$ cat config.mk
export PLATFORM = sky130hd
export DESIGN_NAME = dpram_stream_ctrl
export DESIGN_NICKNAME = d
export VERILOG_FILES = /design/src/rtl/dpram_stream_ctrl.sv
export SDC_FILE = /design/constraint.sdc
export NUM_CORES = 1
export LEC_CHECK = 0
export BUFFER_PORTS_ARGS = -buffer_cell sky130_fd_sc_hd__buf_2
export CAP_MARGIN = 20
export CORE_UTILIZATION = 46
export CTS_CLUSTER_SIZE = 16
export DETAILED_ROUTE_END_ITERATION = 8
export GPL_TIMING_DRIVEN = 0
export PLACE_DENSITY = 0.7
export SLEW_MARGIN = 40
export SYNTH_ARGS = -nofsm -noshare
export SYNTH_HDL_FRONTEND = slang
export SYNTH_SLANG_ARGS = --single-unit
$ cat constraint.sdc
create_clock -name clk -period 6.4 [get_ports clk]
set_input_delay 0.96 -clock clk [delete_from_list [all_inputs] [get_ports clk]]
set_output_delay 0.96 -clock clk [all_outputs]
set_load 0.02 [all_outputs]
$ cat src/rtl/dpram_stream_ctrl.sv
// Streaming FIFO controller around a 64x8 true dual-port RAM: port A writes, port B reads
// (1-cycle registered), 3-entry output buffer. Optional level port: DPRAM_CTRL_LEVEL_EN.
module dpram_stream_ctrl #(
  parameter int unsigned AW = 6,
  parameter int unsigned DW = 8
) (
  input  logic          clk,
  input  logic          rst_n,
  input  logic          s_valid,
  output logic          s_ready,
  input  logic [DW-1:0] s_data,
  output logic          m_valid,
  input  logic          m_ready,
  output logic [DW-1:0] m_data,
  output logic [AW-1:0] ram_addr_a,
  output logic [DW-1:0] ram_data_a,
  output logic          ram_we_a,
  output logic [AW-1:0] ram_addr_b,
  output logic [DW-1:0] ram_data_b,
  output logic          ram_we_b,
  input  logic [DW-1:0] ram_q_b
`ifdef DPRAM_CTRL_LEVEL_EN
  ,
  output logic [AW+1:0] level
`endif
);

  localparam logic [AW:0] FullDiff = {1'b1, {AW{1'b0}}};

  logic [AW:0]   wr_ptr_q, rd_ptr_q, used;
  logic          inflight_q, rst_done_q;
  logic          wr_en, rd_en, pop;
  logic [1:0]    ob_cnt_q, ob_cnt_d;
  logic [DW-1:0] ob_q [3];
  logic [DW-1:0] ob_d [3];

  assign used    = wr_ptr_q - rd_ptr_q;
  assign s_ready = rst_done_q && (used != FullDiff);
  assign wr_en   = s_valid && s_ready;

  assign ram_we_a   = wr_en;
  assign ram_addr_a = wr_ptr_q[AW-1:0];
  assign ram_data_a = s_data;

  // Read issue looks only at registered state, so m_ready never reaches the RAM ports.
  assign rd_en      = (used != '0) && (({1'b0, ob_cnt_q} + {2'b00, inflight_q}) < 3'd3);
  assign ram_addr_b = rd_ptr_q[AW-1:0];
  assign ram_data_b = '0;
  assign ram_we_b   = 1'b0;

  assign m_valid = (ob_cnt_q != 2'd0);
  assign m_data  = ob_q[0];
  assign pop     = m_valid && m_ready;

`ifdef DPRAM_CTRL_LEVEL_EN
  assign level = {1'b0, used} + {{(AW+1){1'b0}}, inflight_q} + {{AW{1'b0}}, ob_cnt_q};
`endif

  // Pop shifts the buffer toward the head; the returning RAM word lands after the shift.
  always_comb begin
    ob_d     = ob_q;
    ob_cnt_d = ob_cnt_q;
    if (pop) begin
      ob_d[0]  = ob_q[1];
      ob_d[1]  = ob_q[2];
      ob_cnt_d = ob_cnt_q - 2'd1;
    end
    if (inflight_q) begin
      case (ob_cnt_d)
        2'd0:    ob_d[0] = ram_q_b;
        2'd1:    ob_d[1] = ram_q_b;
        default: ob_d[2] = ram_q_b;
      endcase
      ob_cnt_d = ob_cnt_d + 2'd1;
    end
  end

  always_ff @(posedge clk or negedge rst_n) begin
    if (!rst_n) begin
      wr_ptr_q   <= '0;
      rd_ptr_q   <= '0;
      inflight_q <= 1'b0;
      rst_done_q <= 1'b0;
      ob_cnt_q   <= 2'd0;
      for (int i = 0; i < 3; i++) ob_q[i] <= '0;
    end else begin
      rst_done_q <= 1'b1;
      if (wr_en) wr_ptr_q <= wr_ptr_q + 1'b1;
      if (rd_en) rd_ptr_q <= rd_ptr_q + 1'b1;
      inflight_q <= rd_en;
      ob_cnt_q   <= ob_cnt_d;
      ob_q       <= ob_d;
    end
  end

endmodule
==> metrics.csv <==
metric,value,unit
outcome,finished clean,
startpoint_type,flip-flop,
clkTransAtPathRegs,0.09,ns
grt_pass1_wl,6650,um
worstPathCellList,ha_1 > or2_0 > a211o_1 > a211oi_2 > and3b_1 > buf_2 > nand3b_4 > inv_1 > buf_2,
first_global_vias,1476,
num_antenna_cells,0,
coreArea,5140,um2
clock-sinks,42,
finalCritPeriodShare,56.8,%
crit_path_end_kind,output port,
tritoncts,done,
pwr_density_cell,543,nW/um2
crit_start,wr_ptr_q[4],
port_buffers,42,
crit_top_cell,buf_2,
ant_nets,0,
die_area,5640,um2
fmax,0.275,GHz
fillCellCount,485,
maxCapViolations,0,
antenna_found_initial,0,
syn_inst,238,
required,5.44,ns
ys_ff_latch,42,
die_w,75.1,um
grt_usage,15.7,%
totalNegativeSetupSlack,0,ns
drv_slew,0,
insertion_delay,0.29,ns
cts_setup_buffers,0,
place_area,2790,um2
setup.reg_to_reg.worst_slack,3.50,ns
grt_max_degree,43,
wl,4010,um
die_y,75.1,um
p_leak,0.00146,uW
tightest_slew,0.694,ns
cts_max_level,2,
nets,328,
slowest_delay,0.45,ns
rows,26,
cts_hold_buf,0,
yosysUniqueCellTypes,38,
cp_data_arrival_time,2.68,ns
hp-class,flip-flop to flip-flop,
slowest_stage,dfrtp_1,
detail_route.vias_per_cell,4.55,
finalSetupViolations,0,
final_util,56.1,%
start_util,47.9,%
io_pins,60,
stdcell_count,366,
fin_area,2880,um2
p_total,1570,uW
slew_headroom,53.5,%
areaGrowthSynthToFinish,17.2,%
cts_made_buffers,5,
yosys_warnings,0,
drt_iter0_markers,70,
ys_seq_area_share,42.7,%
fin_crit,3.64,ns
first_pass_iters,4,
ir_worst_vdd,0.000312,V
hold_viol_final,0,
skew,0.00892,ns
path_class,flip-flop to output port,
grt_overflow,0,
syn_area,2460,um2
cp_max_fo,7,
min_from,wr_ptr_q[6],
r2r-start,ob_cnt_q[0],
drc_errors,0,
hpwl,2980,um
post_cts_resized,0,
place_congestion,0.769,
avgSynthCellArea,10.3,um2
rsz0062_at_grt,no,
drive_gt1_share,34.8,%
post-place-cells,358,
root_buffer,clkbuf_8,
vias,1666,
wl_per_cell,11.0,um
cts.path.max_buffers,2,
[cell usage in the layout (no fill, tap or decap), types with 2 or more instances in the layout]
cell | netlist | routed
and3_1 | 2 | 2
buf_4 | 37 | 38
conb_1 | 2 | 10
clkinvlp_4 | 0 | 2
nand2_1 | 24 | 24
and2_1 | 2 | 2
xnor2_1 | 12 | 12
nor3_1 | 3 | 3
nand4_1 | 5 | 5
ha_1 | 13 | 13
o21ai_0 | 18 | 18
nor2b_1 | 3 | 3
inv_1 | 12 | 12
nor2_1 | 6 | 6
clkbuf_8 | 0 | 5
dfrtp_1 | 42 | 42
mux2_2 | 8 | 8
buf_2 | 2 | 43
mux2i_1 | 17 | 17
clkbuf_1 | 5 | 5
xor2_1 | 6 | 6
[critical path, delay by kind of cell (launching register included)]
kind                     cells  cell delay, ns
AO/OA/AOI/OAI                2            0.60
buffers and inverters        3            0.35
flip-flops                   1            0.45
adder cells (fa/ha/maj)      1            0.37
AND/OR/NAND/NOR              3            0.60
[power breakdown]
| part | internal [uW] | switching, uW |
|---|---|---|
| sequential | 401 | 108 |
| clock | 78.0 | 98.3 |
| combinational | 422 | 458 |
| total | 901 | 665 |
[cell type report]
class	count	area (um2)	share of cell area (%)
plain buffers	44	307	10.6
clock buffers	5	68.8	2.39
clock inverters	3	23.8	0.825
inverters	12	45.0	1.56
multi-input cells	148	1090	37.7
flip-flops and latches	42	1050	36.5
well taps	70	87.6	3.04
repair buffers	42	213	7.38
[sequential cells by signal, indices dropped and copies added, names as in the netlist]
signal,cells
rst_done_q,1
inflight_q,1
ob_cnt_q,2
ob_q,16
wr_ptr_q,7
rd_ptr_q,7
m_data,8
[logic make-up after synthesis]
logic type      share of synthesized area (%)
compound gates                           7.02
xor+xnor                                 6.41
fa+ha+maj                                6.61
buf+inv                                  14.3
flops                                    42.7
mux                                      11.0
other cells                             0.305
simple gates                             11.6
[per-stage QoR]
| step | setup WS (ns) | hold slack, ns |
|---|---|---|
| 2_1_floorplan | 3.38 | 0.461 |
| 3_3_place_gp | 3.05 | 0.483 |
| 3_5_place_dp | 3.06 | 0.484 |
| 4_1_cts | 2.75 | 0.500 |
| 5_1_grt | 2.64 | 0.527 |
| 6_report | 2.76 | 0.500 |
[per-layer routing]
metal,GRT usage [%],up-vias,share of wire (%)
li1,-,864,-
met1,19.1,764,46
met2,27.0,33,49
met3,4.28,5,4.1
met4,5.24,0,1.1
met5,0,-,0
[synthesized netlist by cell type (all sizes together)]
library cell	n	area share, %
or2	2	0.51
xnor2	12	4.3
conb	2	0.31
dfrtp	42	43
nand2	24	3.7
and3	2	0.51
nor3b	1	0.51
clkbuf	5	0.76
a211o	1	0.36
o21ai	19	3.9
o41ai	1	0.66
nor3	3	0.61
xor2	6	2.1
nand4	5	1.3
nor2	6	0.92
a21oi	2	0.56
nand3	1	0.20
and2	2	0.51
nand3b	2	1.1
ha	13	6.6
a211oi	1	0.51
a21o	1	0.31
inv	12	1.8
buf	39	12
mux2	9	4.1
nand2b	1	0.25
o22ai	1	0.25
nor2b	3	0.76
and3b	1	0.36
and4b	1	0.41
mux2i	17	6.9
a31oi	1	0.51
[worst paths after layout]
| path | depth (start not counted) | endpoint |
|---|---|---|
| max | 9 | ram_we_a |
| min | 1 | wr_ptr_q[6] |
| max reg2reg | 8 | ob_q[0] |
| min reg2reg | 1 | wr_ptr_q[6] |
| max in group asynchronous | 1 | rd_ptr_q[2] |
| min in group asynchronous | 1 | m_data[2] |
Power figures use the tool's default switching activity.
